<file path="config.mk">
export PLATFORM = sky130hd
export DESIGN_NAME = hazard_ctrl
export DESIGN_NICKNAME = d
export VERILOG_FILES = /design/src/rtl/hazard_ctrl.sv
export SDC_FILE = /design/constraint.sdc
export NUM_CORES = 1
export LEC_CHECK = 0
export ABC_AREA = 0
export CAP_MARGIN = 40
export CORE_ASPECT_RATIO = 0.5
export CORE_MARGIN = 1.5
export CORE_UTILIZATION = 40
export CTS_BUF_LIST = sky130_fd_sc_hd__clkbuf_4
export DETAILED_ROUTE_END_ITERATION = 16
export DONT_BUFFER_PORTS = 1
export SLEW_MARGIN = 10
export SYNTH_ARGS = -nofsm -noshare
export SYNTH_HDL_FRONTEND = slang
export SYNTH_SLANG_ARGS = --single-unit
</file>
<file path="constraint.sdc">
create_clock -name i_clk -period 2.3 [get_ports i_clk]
set_clock_uncertainty 0.15 [all_clocks]
set_input_delay 0.46 -clock i_clk [delete_from_list [all_inputs] [get_ports i_clk]]
set_output_delay 0.46 -clock i_clk [all_outputs]
set_load 0.05 [all_outputs]
</file>
<file path="src/rtl/hazard_ctrl.sv">
// Pipeline sequencing controller: load-use stall, memory-wait freeze, redirect flush, illegal-insn drain-and-halt.
// Optional HAZARD_PERF_CNT_EN adds registered stall/flush event counters (o_stall_cnt, o_flush_cnt).
//
// state     | meaning
// ----------+----------------------------------------------------------------
// RUN       | normal flow; hazards evaluated in priority mw > redirect > illegal > luh
// MEM_WAIT  | whole pipe frozen until dmem_ready, bounded by MEM_TIMEOUT
// DRAIN     | fetch frozen, bubbles into ID/EX while older work retires
// HALT      | everything frozen until reset; o_err holds the cause
module hazard_ctrl #(
    parameter int unsigned MEM_TIMEOUT  = 16,
    parameter int unsigned DRAIN_CYCLES = 3
) (
    input  logic        i_clk,
    input  logic        i_rst_n,
    input  logic        i_id_valid,
    input  logic        i_id_insn_vld,
    input  logic [4:0]  i_id_rs1,
    input  logic [4:0]  i_id_rs2,
    input  logic        i_id_rs1_used,
    input  logic        i_id_rs2_used,
    input  logic [4:0]  i_ex_rd,
    input  logic        i_ex_rd_wren,
    input  logic        i_ex_is_load,
    input  logic        i_ex_redirect,
    input  logic        i_mem_req,
    input  logic        i_dmem_ready,
    output logic        o_pc_en,
    output logic        o_if_id_en,
    output logic        o_id_ex_en,
    output logic        o_ex_mem_en,
    output logic        o_mem_wb_en,
    output logic        o_if_id_flush,
    output logic        o_id_ex_flush,
    output logic        o_halt,
    output logic [1:0]  o_err
`ifdef HAZARD_PERF_CNT_EN
    ,
    output logic [31:0] o_stall_cnt,
    output logic [31:0] o_flush_cnt
`endif
);

    typedef enum logic [1:0] {
        ST_RUN      = 2'd0,
        ST_MEM_WAIT = 2'd1,
        ST_DRAIN    = 2'd2,
        ST_HALT     = 2'd3
    } state_e;

    localparam logic [1:0] ERR_NONE    = 2'b00;
    localparam logic [1:0] ERR_ILLEGAL = 2'b01;
    localparam logic [1:0] ERR_MEM_TO  = 2'b10;

    // Limits clamp to the 8-bit counter range so a large parameter cannot wrap the compare.
    localparam int unsigned MEM_TO_CLAMP = (MEM_TIMEOUT > 255) ? 255 : MEM_TIMEOUT;
    localparam int unsigned DRAIN_CLAMP  = (DRAIN_CYCLES > 255) ? 255 : DRAIN_CYCLES;
    localparam logic [7:0]  MEM_TO_LIM   = 8'(MEM_TO_CLAMP);
    localparam logic [7:0]  DRAIN_LIM    = 8'(DRAIN_CLAMP);

    state_e     state_q, state_d;
    logic [7:0] wait_cnt_q, wait_cnt_d;
    logic [7:0] drain_cnt_q, drain_cnt_d;
    logic       halt_q, halt_d;
    logic [1:0] err_q, err_d;

    logic       luh, mw, illegal;
    logic [7:0] wait_inc, drain_inc;
    logic       pc_en_c, if_id_en_c, id_ex_en_c, ex_mem_en_c, mem_wb_en_c;
    logic       if_id_flush_c, id_ex_flush_c;

    assign luh = i_ex_is_load & i_ex_rd_wren & (i_ex_rd != 5'd0) &
                 ((i_id_rs1_used & (i_id_rs1 == i_ex_rd)) |
                  (i_id_rs2_used & (i_id_rs2 == i_ex_rd)));
    assign mw      = i_mem_req & ~i_dmem_ready;
    assign illegal = i_id_valid & ~i_id_insn_vld;

    assign wait_inc  = (wait_cnt_q  == 8'hFF) ? 8'hFF : wait_cnt_q  + 8'd1;
    assign drain_inc = (drain_cnt_q == 8'hFF) ? 8'hFF : drain_cnt_q + 8'd1;

    always_ff @(posedge i_clk or negedge i_rst_n) begin
        if (!i_rst_n) begin
            state_q     <= ST_RUN;
            wait_cnt_q  <= 8'd0;
            drain_cnt_q <= 8'd0;
            halt_q      <= 1'b0;
            err_q       <= ERR_NONE;
        end else begin
            state_q     <= state_d;
            wait_cnt_q  <= wait_cnt_d;
            drain_cnt_q <= drain_cnt_d;
            halt_q      <= halt_d;
            err_q       <= err_d;
        end
    end

    always_comb begin
        state_d       = state_q;
        wait_cnt_d    = wait_cnt_q;
        drain_cnt_d   = drain_cnt_q;
        halt_d        = halt_q;
        err_d         = err_q;
        pc_en_c       = 1'b0;
        if_id_en_c    = 1'b0;
        id_ex_en_c    = 1'b0;
        ex_mem_en_c   = 1'b0;
        mem_wb_en_c   = 1'b0;
        if_id_flush_c = 1'b0;
        id_ex_flush_c = 1'b0;

        unique case (state_q)
            ST_RUN: begin
                if (mw) begin
                    state_d    = ST_MEM_WAIT;
                    wait_cnt_d = 8'd1;
                end else if (i_ex_redirect) begin
                    pc_en_c       = 1'b1;
                    if_id_en_c    = 1'b1;
                    id_ex_en_c    = 1'b1;
                    ex_mem_en_c   = 1'b1;
                    mem_wb_en_c   = 1'b1;
                    if_id_flush_c = 1'b1;
                    id_ex_flush_c = 1'b1;
                end else if (illegal || luh) begin
                    id_ex_en_c    = 1'b1;
                    ex_mem_en_c   = 1'b1;
                    mem_wb_en_c   = 1'b1;
                    id_ex_flush_c = 1'b1;
                    if (illegal) begin
                        state_d     = ST_DRAIN;
                        drain_cnt_d = 8'd1;
                    end
                end else begin
                    pc_en_c     = 1'b1;
                    if_id_en_c  = 1'b1;
                    id_ex_en_c  = 1'b1;
                    ex_mem_en_c = 1'b1;
                    mem_wb_en_c = 1'b1;
                end
            end

            ST_MEM_WAIT: begin
                // Exit cycle skips hazard checks: EX and MEM advance together here.
                if (i_dmem_ready) begin
                    pc_en_c     = 1'b1;
                    if_id_en_c  = 1'b1;
                    id_ex_en_c  = 1'b1;
                    ex_mem_en_c = 1'b1;
                    mem_wb_en_c = 1'b1;
                    state_d     = ST_RUN;
                    wait_cnt_d  = 8'd0;
                end else begin
                    wait_cnt_d = wait_inc;
                    if (wait_inc >= MEM_TO_LIM) begin
                        state_d = ST_HALT;
                        halt_d  = 1'b1;
                        err_d   = ERR_MEM_TO;
                    end
                end
            end

            ST_DRAIN: begin
                id_ex_flush_c = 1'b1;
                id_ex_en_c    = ~mw;
                ex_mem_en_c   = ~mw;
                mem_wb_en_c   = ~mw;
                if (!mw) begin
                    drain_cnt_d = drain_inc;
                    if (drain_inc >= DRAIN_LIM) begin
                        state_d = ST_HALT;
                        halt_d  = 1'b1;
                        err_d   = ERR_ILLEGAL;
                    end
                end
            end

            ST_HALT: begin
                halt_d = 1'b1;
            end

            default: begin
                state_d = ST_RUN;
            end
        endcase
    end

    // Strobes are forced low while reset is asserted, independent of inputs.
    assign o_pc_en       = i_rst_n & pc_en_c;
    assign o_if_id_en    = i_rst_n & if_id_en_c;
    assign o_id_ex_en    = i_rst_n & id_ex_en_c;
    assign o_ex_mem_en   = i_rst_n & ex_mem_en_c;
    assign o_mem_wb_en   = i_rst_n & mem_wb_en_c;
    assign o_if_id_flush = i_rst_n & if_id_flush_c;
    assign o_id_ex_flush = i_rst_n & id_ex_flush_c;
    assign o_halt        = halt_q;
    assign o_err         = err_q;

`ifdef HAZARD_PERF_CNT_EN
    logic [31:0] stall_cnt_q, flush_cnt_q;

    // IF/ID flush is only ever raised by a redirect, so it doubles as the flush event.
    always_ff @(posedge i_clk or negedge i_rst_n) begin
        if (!i_rst_n) begin
            stall_cnt_q <= 32'd0;
            flush_cnt_q <= 32'd0;
        end else begin
            if ((state_q != ST_HALT) && !pc_en_c && (stall_cnt_q != 32'hFFFF_FFFF))
                stall_cnt_q <= stall_cnt_q + 32'd1;
            if (if_id_flush_c && (flush_cnt_q != 32'hFFFF_FFFF))
                flush_cnt_q <= flush_cnt_q + 32'd1;
        end
    end

    assign o_stall_cnt = stall_cnt_q;
    assign o_flush_cnt = flush_cnt_q;
`endif

endmodule

</file>
## After elaboration in Yosys (flattened, before gate mapping)

Cells that the tools add are included.

- Flip-flop bits (word level): 21
- Input bits: 26
- Output and inout bits: 10

- Add/subtract/negate cells: 2
- $lt $le $gt $ge: 2
- Equal/unequal tests: 20
- Mux-type cells: 44
- Bitwise logic cells: 15
- Reductions and logical operators: 13

Operator list:

| operator | number |
|---|---|
| $mux 8 | 9 |
| $pmux 8 s2 | 2 |
| $mux 2 | 12 |
| $ne 2x2->1 const B | 9 |
| $add 8x1->8 const B | 2 |
| $eq 8x8->1 const B | 2 |
| $mux 1 | 15 |
| $ne 3x3->1 const B | 4 |
| $and 1x1->1 | 11 |
| $eq 5x5->1 | 2 |
| $reduce_and 5->1 | 2 |
| $ge 8x2->1 const B | 1 |
| $ge 8x5->1 const B | 1 |
| $reduce_and 7->1 | 1 |
| $pmux 1 s3 | 2 |
| $pmux 2 s3 | 1 |
| $reduce_and 6->1 | 1 |
| $reduce_bool 2->1 | 3 |
| $reduce_bool 3->1 | 2 |
| $reduce_bool 5->1 | 1 |
| $eq 2x2->1 const B | 2 |
| $pmux 1 s2 | 2 |
| $pmux 2 s2 | 1 |
| $not 1->1 | 3 |
| other kinds (5) | 5 |

## Longest topological paths before layout

- Depth in word-level cells: 10
- Mapped depth: 9
- Gate-level depth less buffers: 7

## Worst setup path before layout

No wires, ideal clock.

- Path type: reg2out
- Start: register state_q[0]
- End: output o_pc_en
- Data arrival time: 2748 ps
- Required time: 1690 ps
- Path slack: -1058 ps
- Cell stages (with the launch flop): 8
- Cell sequence: dfrtp_1 inv_1 ha_1 clkbuf_1 and2_1 o21ai_0 a21boi_0 buf_4

- Longest elaborated chain between the ends: 3
- Elaborated cells between the ends (all ways): 4

RTL lines:

| what | RTL line | RTL |
|---|---|---|
| from (decl) | 61 | `state_e state_q, state_d;` |
| from (signal assigned) | 89 | `state_q <= state_d;` |
| $eq 2x1->1 or $logic_not 2->1 (tied branches) | n/a |  |
| $pmux 1 s2 (*) | n/a |  |
| $and 1x1->1 (*) | n/a |  |
| to (decl) | 28 | `output logic o_pc_en,` |

Mark *: on every way between the ends. The rest lies on a longest branch, timed or not.

## Worst setup path in the final report

- Start: register state_q[0]
- End: output o_ex_mem_en

- Longest elaborated chain between the ends: 3
- Elaborated cells between the ends (all ways): 5

RTL lines:

| what | RTL line | RTL |
|---|---|---|
| $eq 2x2->1 (tied with other cells) | 111 | `unique case (state_q)` |
| $pmux 1 s3 (*) | 111 |  |
| $and 1x1->1 (*) | 191 | `assign o_ex_mem_en = i_rst_n & ex_mem_en_c;` |
| to (decl) | 31 | `output logic o_ex_mem_en,` |

Marks and branches as above.

==> Flow_metrics.wiki <==
{| class="wikitable"
! Metric !! Value
|-
| Outcome || finished with violations
|-
| Violated checks || setup timing
|-
| Share of post-route cells with drive strength above 1 || between 20% and 30%
|-
| Number of flops mapped to enable cells by yosys || 0
|-
| Post-Place Cells || roughly 270
|-
| Mapped Area || 0.00179 mm²
|-
| Proportion of synthesized chip area in sequential cells || 29.4%
|-
| Register bit total from synthesis || 21
|-
| Final core utilization || 49.8%
|-
| GR Overflow Total || 0
|-
| Critical path startpoint category || flip-flop
|-
| Net Count, Synth || around 250
|-
| Maximum number of pins on one net before global-route repair || 22
|-
| Post-synth top flop || sky130_fd_sc_hd__dfrtp_1
|-
| Routed len/inst || 14.6 µm
|-
| Adder-cell area share of the yosys netlist || 4.91%
|-
| Startpoint-to-endpoint class of the critical path || flip-flop to primary output
|-
| Remaining routing DRC violations || 0
|-
| Number of antenna violations at the first check in global routing || 0
|-
| Clk Tree Root Cell || sky130_fd_sc_hd__clkbuf_4
|-
| Fraction of synthesis flops using an asynchronous set or reset pin || 100%
|-
| Worst-path maximum fanout || 4
|-
| Largest buffer count on any clock path || 2
|-
| Headroom to the max-slew limit || 65.1%
|-
| Final hold vios || 0
|-
| Global placer's final weighted congestion || between 0.8 and 0.9
|-
| Max cap viols || 0
|-
| Port-buffer cells || 0
|-
| Worst IR Drop VDD || 0.000178 V
|-
| DIE HEIGHT || roughly 50 µm
|-
| Final-stage net count || 262
|-
| Total vias in the final route || 1,602
|-
| Post-route ant nets || 0
|-
| Synth Area per Inst || 8.19 µm²
|-
| Slew at the pin closest to its max-slew limit || about 0.52 ns
|-
| Post-layout worst setup margin || -0.0173 ns
|-
| Number of clock sinks || 21
|-
| Total length of routed wires || 4130 µm
|-
| Worst hold-check path type || input port to flip-flop
|-
| Max Slew Vio Count || 0
|-
| Critical Path Source || state_q[0]$_DFFE_PN0P_
|-
| CTS tree || yes
|-
| Largest family of logic cells by synthesized area || compound AO/OA/AOI/OAI gates
|-
| First-pass iteration count of the detailed router || 4
|-
| Initial standard-cell utilization of the core || 43.7%
|-
| Min cycle time layout || 2.32 ns
|-
| Post-Layout Cell Count || 282
|-
| Critical path endpoint || o_ex_mem_en
|-
| Post-Synthesis Cells || 218
|-
| Area Growth Syn to Fin || 13.8%
|-
| Detailed-route vias per instance || 5.68
|-
| Total global routing track utilization || 17.5%
|-
| Clock-pin slew on the worst setup and hold paths || 0.13 ns
|-
| Rows || 16
|-
| Die width || 97.5 µm
|-
| Violation count after the first detailed-routing iteration || approximately 100
|-
| H-tree levels || 1
|-
| Share of synthesized area spent on multiplexers || 3.99%
|-
| Count of pins on the block boundary || 36
|-
| FILL cells || 380
|-
| Setup repair after global routing missed its margin || yes
|-
| Upper clock frequency limit || 432 MHz
|-
| Clock insertion delay at the later pin of the skew report || 0.31 ns
|-
| WP data required || 1.69 ns
|-
| Die footprint || roughly 0.0049 mm²
|-
| Startpoint of the worst-slack reg-to-reg timing path || wait_cnt_q[1]$_DFFE_PN0P_
|-
| Final critical-path share of the clock period || 101%
|-
| Synthesized-area fraction occupied by and/or/nand/nor cells || 23.5%
|-
| Vias in the first global route || 1,520
|-
| Depth of the worst register-to-register path || 7
|-
| CP Data Arrival Time || 1.71 ns
|-
| Number of CTS-inserted buffers || 3
|-
| # diodes || 0
|-
| Number of warnings printed during yosys synthesis || 0
|-
| Leakage power figure || 0.817 nW
|-
| XOR/XNOR Fraction of Synth Area || roughly 5%
|-
| Compound-gate portion of the synthesized area || between 20% and 30%
|-
| Count of cell types in the netlist || 49
|-
| Reg2Reg Capture Point || o_err[1]$_DFFE_PN0P_
|-
| Placed wire-length estimate || roughly 2900 µm
|-
| First-pass GRT wire length || 6980 µm
|-
| PD cells || between 300 and 400 mW/mm²
|-
| Placeable Area || 0.00408 mm²
|-
| Setup slack, reg-to-reg || 0.12 ns
|-
| Final-report setup violation count || 3
|-
| CP endpoint kind || primary output
|}
[state kept, by name (all words and copies together) (netlist names)]
signal / cells
wait_cnt_q: 8
o_halt: 1
drain_cnt_q: 8
o_err: 2
state_q: 2
[repair_timing]
| action | 4_1_cts | 5_1_grt |
|---|---|---|
| setup endpoints to repair | 7 | 6 |
| hold endpoints to repair | 21 | 0 |
| hold buffers | 1 | 0 |
| buffers inserted | 5 | 2 |
| resized for setup | 7 | 9 |
| pin swaps | 4 | 2 |
[cells by family after synthesis]
kind of cell	after synthesis
buffers and inverters	27
flip-flops	21
XOR/XNOR	10
adder cells (fa/ha/maj)	7
AND/OR/NAND/NOR	78
multiplexers	7
AO/OA/AOI/OAI	68
[report_power, final]
group	total [W]	switching (W)	internal [W]
clock network	0.000186	0.000121	0.0000649
registers	0.000373	0.00000206	0.000371
logic	0.0000503	0.0000239	0.0000264
total	0.000610	0.000147	0.000462
[worst max-delay path, stage by stage, from the launching register on]
cell                      delay [ns]
sky130_fd_sc_hd__dfrtp_2        0.48
sky130_fd_sc_hd__buf_4          0.15
sky130_fd_sc_hd__buf_4          0.12
sky130_fd_sc_hd__ha_1           0.19
sky130_fd_sc_hd__and3b_2        0.26
sky130_fd_sc_hd__buf_12         0.21
[cells in the mapped netlist (all sizes together), types with 5 or more instances]
library cell  number  area share (%)
nand4              5             1.8
mux2i              6             3.4
nand3              8             2.9
and3               9             4.0
buf                8             3.5
inv               14             2.9
o21ai             23             6.4
xnor2             10             4.9
nor2              22             4.6
a21oi             17             4.8
clkbuf             5             2.8
nand2             17             3.7
ha                 7             4.9
dfrtp             21              29
[metal layers]
layer,global-route usage [%],vias to the layer above,share of wire (%)
met5,0,-,0
met4,3.33,0,0.65
met3,4.04,4,3.5
met2,30.4,29,49
met1,22.6,772,47
li1,-,797,-
[cells in the final DEF, fill, tap and decap left out, types with 4 or more instances in the layout]
cell                      instances
sky130_fd_sc_hd__nor2_1          21
sky130_fd_sc_hd__nand2_1         15
sky130_fd_sc_hd__xnor2_1         10
sky130_fd_sc_hd__buf_4           13
sky130_fd_sc_hd__inv_1           12
sky130_fd_sc_hd__nand4_1          5
sky130_fd_sc_hd__dfrtp_1         20
sky130_fd_sc_hd__ha_1             4
sky130_fd_sc_hd__nand3_1          7
sky130_fd_sc_hd__a31oi_1          4
sky130_fd_sc_hd__mux2i_1          6
sky130_fd_sc_hd__a21oi_1         17
sky130_fd_sc_hd__o21ai_0         22
sky130_fd_sc_hd__and3_1           6
[through the flow]
stage	setup TNS [ns]	area (µm²)	hold WS (ns)	power, W	setup slack [ns]
2_1_floorplan	0	1810	0.0144	0.000417	0.0112
3_3_place_gp	0	1870	0.0151	0.000417	0.175
3_5_place_dp	0	1870	0.0151	0.000419	0.119
4_1_cts	-0.0171	1970	0.188	0.000620	-0.00575
5_1_grt	-0.309	2030	0.184	0.000643	-0.0843
6_report	-0.0519	2030	0.195	0.000610	-0.0173
[area by class of cell]
| class | instances | area (µm²) | area share [%] |
|---|---|---|---|
| multi-input cells | 170 | 1160 | 57.1 |
| flip-flops and latches | 21 | 527 | 25.9 |
| repair buffers | 19 | 194 | 9.54 |
| well taps | 54 | 67.6 | 3.33 |
| inverters | 14 | 55.1 | 2.71 |
| clock buffers | 3 | 22.5 | 1.11 |
| clock inverters | 1 | 5.00 | 0.246 |
[worst min-delay path by stage]
stage                      start                          to  slack (ns)  cells after the start
floorplan                i_rst_n  drain_cnt_q[0]$_DFFE_PN0P_        0.01                      0
global placement         i_rst_n  drain_cnt_q[3]$_DFFE_PN0P_        0.02                      0
detailed placement       i_rst_n  drain_cnt_q[3]$_DFFE_PN0P_        0.02                      0
CTS                 i_dmem_ready        o_err[0]$_DFFE_PN0P_        0.19                      2
global route        i_dmem_ready        o_err[0]$_DFFE_PN0P_        0.18                      2
finish              i_dmem_ready        o_err[0]$_DFFE_PN0P_        0.20                      2
Note: power is estimated with default switching activity, not from simulation.
